===== src/rtl/mem_access_stage_if.sv =====
// Bus bundle between the execute stage, the memory-access stage, DMEM and
// the register-file writeback stage. The stage connects through the slave
// modport; whatever drives the execute side and models DMEM uses master.
interface mem_access_stage_if #(
  parameter int ADDR_W = 8,
  parameter int DATA_W = 8,
  parameter int RD_W   = 3
);
  logic              ex_valid;
  logic              ex_ready;
  logic              ex_load;
  logic              ex_store;
  logic [ADDR_W-1:0] ex_addr;
  logic [DATA_W-1:0] ex_wdata;
  logic [RD_W-1:0]   ex_rd;

  logic [ADDR_W-1:0] dmem_addr;
  logic [DATA_W-1:0] dmem_data;
  logic              dmem_ctrl_rd;
  logic              dmem_ctrl_wrt;
  logic [DATA_W-1:0] dmem_rd_data;

  logic              wb_valid;
  logic              wb_ready;
  logic [DATA_W-1:0] wb_data;
  logic [RD_W-1:0]   wb_rd;

  logic              op_err;
  logic [DATA_W-1:0] mmio_out;

  modport master (
    output ex_valid, ex_load, ex_store, ex_addr, ex_wdata, ex_rd,
    output dmem_rd_data, wb_ready,
    input  ex_ready, dmem_addr, dmem_data, dmem_ctrl_rd, dmem_ctrl_wrt,
    input  wb_valid, wb_data, wb_rd, op_err, mmio_out
  );

  modport slave (
    input  ex_valid, ex_load, ex_store, ex_addr, ex_wdata, ex_rd,
    input  dmem_rd_data, wb_ready,
    output ex_ready, dmem_addr, dmem_data, dmem_ctrl_rd, dmem_ctrl_wrt,
    output wb_valid, wb_data, wb_rd, op_err, mmio_out
  );
endinterface


===== src/rtl/mem_access_stage.sv =====
// Memory-access stage: one load/store/passthrough op at a time, one-cycle
// DMEM strobes, held writeback result.
// Optional feature: define MEM_STAGE_MMIO_EN to map address all-ones to the
// mmio_out register instead of DMEM; otherwise mmio_out is tied to 0.
//
// state | meaning
// IDLE  | ex_ready high, waiting for an op
// LOAD  | dmem_ctrl_rd strobe cycle, read data captured at its closing edge
// STORE | dmem_ctrl_wrt strobe cycle, returns to IDLE
// WB    | wb_valid high, result held until wb_ready
module mem_access_stage #(
  parameter int ADDR_W = 8,
  parameter int DATA_W = 8,
  parameter int RD_W   = 3
) (
  input  logic                  clk,
  input  logic                  rst_n,
  mem_access_stage_if.slave     bus
);

  typedef enum logic [1:0] {IDLE, LOAD, STORE, WB} state_t;

  state_t            state;
  logic [ADDR_W-1:0] addr_q;
  logic [DATA_W-1:0] data_q;
  logic [RD_W-1:0]   rd_q;
  logic [DATA_W-1:0] wb_data_q;
  logic              wb_valid_q;
  logic              ctrl_rd_q;
  logic              ctrl_wrt_q;
  logic              op_err_q;
  logic [DATA_W-1:0] mmio_q;
  logic              ex_hit;
  logic              addr_hit;

`ifdef MEM_STAGE_MMIO_EN
  assign ex_hit   = (bus.ex_addr == {ADDR_W{1'b1}});
  assign addr_hit = (addr_q == {ADDR_W{1'b1}});

  // MMIO register captures store data at the closing edge of STORE.
  always_ff @(posedge clk or negedge rst_n) begin
    if (!rst_n) begin
      mmio_q <= '0;
    end else if (state == STORE && addr_hit) begin
      mmio_q <= data_q;
    end
  end
`else
  assign ex_hit   = 1'b0;
  assign addr_hit = 1'b0;
  assign mmio_q   = '0;
`endif

  // Sequencer: state plus every registered output the stage presents.
  always_ff @(posedge clk or negedge rst_n) begin
    if (!rst_n) begin
      state      <= IDLE;
      addr_q     <= '0;
      data_q     <= '0;
      rd_q       <= '0;
      wb_data_q  <= '0;
      wb_valid_q <= 1'b0;
      ctrl_rd_q  <= 1'b0;
      ctrl_wrt_q <= 1'b0;
      op_err_q   <= 1'b0;
    end else begin
      case (state)
        IDLE: begin
          if (bus.ex_valid) begin
            if (bus.ex_load && bus.ex_store) begin
              // Ambiguous op is dropped without touching the holding regs.
              op_err_q <= 1'b1;
            end else begin
              addr_q <= bus.ex_addr;
              data_q <= bus.ex_wdata;
              rd_q   <= bus.ex_rd;
              if (bus.ex_load) begin
                state     <= LOAD;
                ctrl_rd_q <= !ex_hit;
              end else if (bus.ex_store) begin
                state      <= STORE;
                ctrl_wrt_q <= !ex_hit;
              end else begin
                state      <= WB;
                wb_data_q  <= DATA_W'(bus.ex_addr);
                wb_valid_q <= 1'b1;
              end
            end
          end
        end
        LOAD: begin
          ctrl_rd_q  <= 1'b0;
          wb_data_q  <= addr_hit ? mmio_q : bus.dmem_rd_data;
          wb_valid_q <= 1'b1;
          state      <= WB;
        end
        STORE: begin
          ctrl_wrt_q <= 1'b0;
          state      <= IDLE;
        end
        WB: begin
          if (bus.wb_ready) begin
            wb_valid_q <= 1'b0;
            state      <= IDLE;
          end
        end
        default: begin
          ctrl_rd_q  <= 1'b0;
          ctrl_wrt_q <= 1'b0;
          wb_valid_q <= 1'b0;
          state      <= IDLE;
        end
      endcase
    end
  end

  assign bus.ex_ready      = (state == IDLE);
  assign bus.dmem_addr     = addr_q;
  assign bus.dmem_data     = data_q;
  assign bus.dmem_ctrl_rd  = ctrl_rd_q;
  assign bus.dmem_ctrl_wrt = ctrl_wrt_q;
  assign bus.wb_valid      = wb_valid_q;
  assign bus.wb_data       = wb_data_q;
  assign bus.wb_rd         = rd_q;
  assign bus.op_err        = op_err_q;
  assign bus.mmio_out      = mmio_q;

endmodule


===== src/flat_wrapper.sv =====
// flat-port wrapper written by rule: the top's interface ports become plain ports
module mem_access_stage_flat 
#(
  parameter int ADDR_W = 8,
  parameter int DATA_W = 8,
  parameter int RD_W   = 3
)
  (clk, rst_n, bus_ex_valid, bus_ex_load, bus_ex_store, bus_ex_addr, bus_ex_wdata, bus_ex_rd, bus_dmem_rd_data, bus_wb_ready, bus_ex_ready, bus_dmem_addr, bus_dmem_data, bus_dmem_ctrl_rd, bus_dmem_ctrl_wrt, bus_wb_valid, bus_wb_data, bus_wb_rd, bus_op_err, bus_mmio_out);
  mem_access_stage_if #(.ADDR_W(ADDR_W), .DATA_W(DATA_W), .RD_W(RD_W)) bus_i ();
  input  logic clk;
  input  logic rst_n;
  input wire logic [$bits(bus_i.ex_valid)-1:0] bus_ex_valid;
  input wire logic [$bits(bus_i.ex_load)-1:0] bus_ex_load;
  input wire logic [$bits(bus_i.ex_store)-1:0] bus_ex_store;
  input wire logic [$bits(bus_i.ex_addr)-1:0] bus_ex_addr;
  input wire logic [$bits(bus_i.ex_wdata)-1:0] bus_ex_wdata;
  input wire logic [$bits(bus_i.ex_rd)-1:0] bus_ex_rd;
  input wire logic [$bits(bus_i.dmem_rd_data)-1:0] bus_dmem_rd_data;
  input wire logic [$bits(bus_i.wb_ready)-1:0] bus_wb_ready;
  output wire logic [$bits(bus_i.ex_ready)-1:0] bus_ex_ready;
  output wire logic [$bits(bus_i.dmem_addr)-1:0] bus_dmem_addr;
  output wire logic [$bits(bus_i.dmem_data)-1:0] bus_dmem_data;
  output wire logic [$bits(bus_i.dmem_ctrl_rd)-1:0] bus_dmem_ctrl_rd;
  output wire logic [$bits(bus_i.dmem_ctrl_wrt)-1:0] bus_dmem_ctrl_wrt;
  output wire logic [$bits(bus_i.wb_valid)-1:0] bus_wb_valid;
  output wire logic [$bits(bus_i.wb_data)-1:0] bus_wb_data;
  output wire logic [$bits(bus_i.wb_rd)-1:0] bus_wb_rd;
  output wire logic [$bits(bus_i.op_err)-1:0] bus_op_err;
  output wire logic [$bits(bus_i.mmio_out)-1:0] bus_mmio_out;
  assign bus_i.ex_valid = bus_ex_valid;
  assign bus_i.ex_load = bus_ex_load;
  assign bus_i.ex_store = bus_ex_store;
  assign bus_i.ex_addr = bus_ex_addr;
  assign bus_i.ex_wdata = bus_ex_wdata;
  assign bus_i.ex_rd = bus_ex_rd;
  assign bus_i.dmem_rd_data = bus_dmem_rd_data;
  assign bus_i.wb_ready = bus_wb_ready;
  assign bus_ex_ready = bus_i.ex_ready;
  assign bus_dmem_addr = bus_i.dmem_addr;
  assign bus_dmem_data = bus_i.dmem_data;
  assign bus_dmem_ctrl_rd = bus_i.dmem_ctrl_rd;
  assign bus_dmem_ctrl_wrt = bus_i.dmem_ctrl_wrt;
  assign bus_wb_valid = bus_i.wb_valid;
  assign bus_wb_data = bus_i.wb_data;
  assign bus_wb_rd = bus_i.wb_rd;
  assign bus_op_err = bus_i.op_err;
  assign bus_mmio_out = bus_i.mmio_out;
  mem_access_stage #(.ADDR_W(ADDR_W), .DATA_W(DATA_W), .RD_W(RD_W)) u_core (.clk(clk), .rst_n(rst_n), .bus(bus_i));
endmodule

===== config.mk =====
export PLATFORM = sky130hd
export DESIGN_NAME = mem_access_stage_flat
export DESIGN_NICKNAME = d
export VERILOG_FILES = /design/src/rtl/mem_access_stage_if.sv /design/src/rtl/mem_access_stage.sv /design/src/flat_wrapper.sv
export SDC_FILE = /design/constraint.sdc
export NUM_CORES = 1
export LEC_CHECK = 0
export BUFFER_PORTS_ARGS = -buffer_cell sky130_fd_sc_hd__buf_2
export CAP_MARGIN = 20
export CORE_MARGIN = 10
export CORE_UTILIZATION = 40
export DETAILED_ROUTE_END_ITERATION = 10
export GPL_ROUTABILITY_DRIVEN = 0
export PLACE_DENSITY = 0.74
export SYNTH_ARGS = -nofsm -noshare
export SYNTH_HDL_FRONTEND = slang
export SYNTH_SLANG_ARGS = --single-unit

===== constraint.sdc =====
create_clock -name clk -period 1.4 [get_ports clk]
set_input_delay 0.14 -clock clk [delete_from_list [all_inputs] [get_ports clk]]
set_output_delay 0.14 -clock clk [all_outputs]
set_load 0.02 [all_outputs]

After elaboration in Yosys (flattened, before gate mapping)
Index checks and enable logic that the tools add are counted.
{ "totals": {"regBits": 33, "inputBits": 33, "output_inout_bits": 40, "word_cells": 58} }
{ "op_classes": {"eq_ne": 10, "mux": 26, "bitwise": 1, "reduce_logical": 12} }
{ "op_table": {"columns": ["cell", "n"], "rows": [
  ["$mux 8", 4],
  ["$pmux 8 s2", 1],
  ["$ne 2x2->1 const B", 7],
  ["$mux 1", 13],
  ["$reduce_and 5->1", 2],
  ["$reduce_and 3->1", 3],
  ["$mux 2", 4],
  ["$pmux 2 s4", 1],
  ["$reduce_and 6->1", 1],
  ["$eq 2x2->1 const B", 2],
  ["$pmux 1 s2", 2],
  ["$reduce_and 4->1", 1],
  ["$reduce_bool 2->1", 2],
  ["$pmux 1 s3", 1],
  ["$reduce_bool 3->1", 1],
  ["$eq 2x1->1 const B", 1],
  ["$logic_not 2->1", 1],
  ["$logic_and 1x1->1", 1],
  ["$not 1->1", 1]
]} }

Depth between registers and ports, before layout
{ "depth": {"depth_word": 5, "ltp_mapped": 5, "ltp_nobuf": 3} }

Worst setup path after synthesis
No wires, ideal clock.
{ "synth_timing": {"kind": "flip-flop to flip-flop", "start": "register u_core.state[0]", "end": "register u_core.addr_q[0], in the netlist u_core.bus.dmem_addr[0]", "setup_time_ns": 0.125, "arrival_time_ns": 1.440, "required_time_ns": 1.275, "path_slack_ns": -0.165, "stages_incl_launch_ff": 6, "path_buffers": 2, "synth_period_minus_slack_ns": 1.565, "cell_sequence": "dfrtp_1 > buf_4 > nor2_2 > nand3_4 > buf_6 > mux2_4"} }
{ "synth_via": {"elab_chain_len": 2} }
{ "synth_rtl": {"columns": ["item", "line", "rtl"], "rows": [
  ["start, declared", "mem_access_stage.sv:23", "state_t state;"],
  ["start signal, assigned", "mem_access_stage.sv:57", "state <= IDLE;"],
  ["start signal, assigned", "mem_access_stage.sv:78", "state <= LOAD;"],
  ["start signal, assigned", "mem_access_stage.sv:81", "state <= STORE;"],
  ["$logic_not 2->1", null, null],
  ["net bus_ex_ready", "flat_wrapper.sv:20", "output wire logic [$bits(bus_i.ex_ready)-1:0] bus_ex_ready;"],
  ["$reduce_and 3->1 (no line)", null, null],
  ["end signal, assigned", "mem_access_stage.sv:74", "addr_q <= bus.ex_addr;"],
  ["end, declared", "mem_access_stage.sv:24", "logic [ADDR_W-1:0] addr_q;"]
]} }
The timed path passes the listed nets, and every way through them passes these cells.
A chain may end at the register's enable or synchronous reset.

Worst setup path in the final report
{ "layout_timing": {"start": "register u_core.state[0]", "end": "register u_core.addr_q[1], in the netlist u_core.bus.dmem_addr[1]"} }
{ "layout_via": {"elab_chain_len": 2} }
{ "layout_rtl": {"columns": ["item", "line", "rtl"], "rows": [
  ["$logic_not 2->1", "mem_access_stage.sv:67", "case (state)"],
  ["$reduce_and 3->1 (no line)", null, null]
]} }
No other way between the ends.

==> reports/metrics.yaml <==
timing:
  setup_viol: 9
  period_share: 1.01
  final_max_slew_viol_count: 0
  worst_slack_ns: -0.0158
  fin_crit_ns: 1.42
  hold-worst-slack_ns: 0.0916
  hold_violations: 0
  skew_ns: 0.00260
  tns_ns: -0.0735
  rsz0062_at_grt: "yes"
  fmax_mhz: 706
floorplan:
  dieWidth_um: 81.1
  initial_core_util: 0.411
  die_h_um: 81.1
  pin_count: 73
  core_area_um2: 3630
  dieArea_um2: 6570
  num_rows: 22
routing:
  first_pass_iters: 4
  wire_per_inst_um: 17.3
  finalWirelength_mm: 3.94
  drtIter0Drc: 20
  drc: 0
  route.antenna.remaining_nets: 0
  vias_per_cell: 4.69
  num_vias: 1069
logic_synthesis:
  yosysUniqueCellTypes: 21
  syn_area_per_cell_um2: 14.4
  synth_top_cell_by_area: "dfrtp_1"
  synthTopCellsByArea: "dfrtp_1 55%, mux2_2 13%, mux2_4 10%"
  syn-cell-area_um2: 1490
  synthCells: 104
  synth_top_area_frac: 0.553
  ys_seq_elements: 33
  yosysWarnings: 0
  yosysSeqAreaShare: 0.553
worst_hold_path:
  holdCritPathClass: "input pin to flop"
power:
  vdd.ir_drop.worst_v: 0.000907
  power_density_nw_per_um2: 2490
  leakage_nw: 1.07
global_route:
  grt_max_degree: 20
  grt_pass1_wl_mm: 6.07
  grt_pass1_vias: 1177
  antenna_found_initial: 0
  grt.overflow.total: 0
  grt_usage: 0.123
worst_setup_path:
  end_kind: "flop"
  worst-path-max-fanout: 19
  cp_data_arrival_time_ns: 1.57
  cp-start-kind: "flop"
  critical_path_required_ns: 1.56
  crit_type: "flop to flop"
clocking:
  cts_tree: "done"
  clock-sinks: 33
  clock_latency_ns: 0.27
  cts_setup_buffers: 0
  clk_root_buffer_cell: "clkbuf_8"
  clkSlewWorstSetupHoldPaths_ns: 0.06
  cts_made_buffers: 5
  clockBufferDepth: 2
  htree_levels: 2
run_status:
  status: "finished with violations"
  violations: "negative setup slack"
placed_design:
  io_buffers: 64
  dp_hpwl_mm: 3.22
flow_run:
  max_cap_violations: 0
cells_and_area:
  nets: 213
  antennaDiodeCount: 0
  syn2layout_area_growth_pct: 39.1
  drive_above_1_share: 0.633
[power breakdown]
| part | switching [W] | internal [W] | total [W] |
|---|---|---|---|
| Sequential | 0.000281 | 0.00145 | 0.00173 |
| Clock | 0.000312 | 0.000389 | 0.000702 |
| Combinational | 0.00140 | 0.00134 | 0.00274 |
| Total | 0.00199 | 0.00318 | 0.00517 |
[cell usage after synthesis]
cell type,count
dfrtp_1,33
mux2_2,17
buf_4,10
mux2_4,10
mux2_1,8
a21oi_1,4
nor2_1,3
a31oi_1,2
inv_1,2
nand2b_1,2
nor2b_1,2
o21ai_0,2
a21o_1,1
a32oi_1,1
a41o_1,1
buf_2,1
buf_6,1
conb_1,1
nand2_1,1
nand3_4,1
nor2_2,1
[timing repair]
item	4_1_cts	5_1_grt
gates cloned	0	0
pin swaps	1	1
resized for setup	5	13
endpoints found under the hold margin	16	0
setup endpoints to repair	8	27
hold buffers	1	0
[per-layer routing]
layer	share of wire	vias up	GRT usage
met5	0	-	0
met4	0.018	0	0.0623
met3	0.059	6	0.0331
met2	0.59	32	0.236
met1	0.34	533	0.117
li1	-	498	-
[path summary, 6_finish.rpt]
| kind | start | to | slack, ns | depth (start not counted) |
|---|---|---|---|---|
| hold reg to reg | u_core.bus.op_err | u_core.bus.op_err | 0.47 | 1 |
| max in group asynchronous | rst_n | u_core.bus.dmem_addr[3] | 0.65 | 3 |
| setup / recovery | u_core.state[0] | u_core.bus.dmem_addr[1] | -0.02 | 5 |
| setup reg to reg | u_core.state[0] | u_core.bus.dmem_addr[1] | -0.02 | 5 |
| hold / removal | bus_ex_wdata[0] | u_core.bus.dmem_data[0] | 0.09 | 2 |
| min in group asynchronous | rst_n | u_core.bus.dmem_data[1] | 0.32 | 2 |
[cell usage in the layout (no fill, tap or decap)]
cell type      synthesis  layout
buf_2                  1      64
dfrtp_1               33      31
mux2_4                10      18
mux2_2                17      10
conb_1                 1       8
mux2_1                 8       7
clkbuf_8               0       6
a21oi_1                4       4
buf_4                 10       4
buf_12                 0       3
nor2_4                 0       2
inv_1                  2       2
o21ai_0                2       2
a31oi_1                2       2
nor2_1                 3       2
buf_6                  1       2
dfrtp_2                0       2
nand2b_4               0       1
nor2b_1                2       1
nor2b_4                0       1
a21o_1                 1       1
nand2_1                1       1
nand3_4                1       1
a41o_1                 1       1
nand2b_1               2       1
a32oi_1                1       1
clkbuf_1               0       1
dlygate4sd3_1          0       1
[logic make-up (layout without fill, tap and decap cells)]
logic type / count (synthesis) / in the layout / synth area share
muxes: 35 / 35 / 0.289
DFF: 33 / 33 / 0.553
buffers and inverters: 14 / 83 / 0.0662
AOI/OAI and AO/OA: 11 / 11 / 0.0461
and+or+nand+nor: 10 / 10 / 0.0427
other: 1 / 8 / 0.00251
[cell type report]
class / instances / area, µm²
tap: 48 / 60.1
clock buffer: 7 / 86.3
inverter: 2 / 7.51
timing repair buffer: 74 / 443
sequential: 33 / 828
fill: 331 / 1560
multi-input combinational: 64 / 652
[worst max-delay path, cell delays in order (launching register included)]
cell and delay, ns:
dfrtp_2 0.44, buf_6 0.15, nor2_4 0.14, nand3_4 0.09, buf_12 0.17, mux2_4 0.30
[sequential cells by signal, summed over array words and instances, names as in the netlist]
| register | count |
|---|---|
| u_core.bus.dmem_addr | 8 |
| u_core.bus.dmem_ctrl_rd | 1 |
| u_core.bus.dmem_ctrl_wrt | 1 |
| u_core.bus.dmem_data | 8 |
| u_core.bus.op_err | 1 |
| u_core.bus.wb_data | 8 |
| u_core.bus.wb_rd | 3 |
| u_core.bus.wb_valid | 1 |
| u_core.state | 2 |
[metrics by stage]
step | util | std cells | total power (W) | worst slack [ns] | area [µm²]
2_1_floorplan | - | 111 | 0.00336 | -0.0317 | 1530
3_3_place_gp | 0.528 | 220 | 0.00418 | -0.0123 | 1920
3_5_place_dp | 0.528 | 220 | 0.00428 | -0.0621 | 1920
4_1_cts | 0.559 | 228 | 0.00504 | -0.00542 | 2030
5_1_grt | 0.572 | 228 | 0.00547 | -0.0565 | 2080
6_report | 0.572 | 228 | 0.00517 | -0.0158 | 2080
No activity file was read; power rests on OpenSTA's default activity.
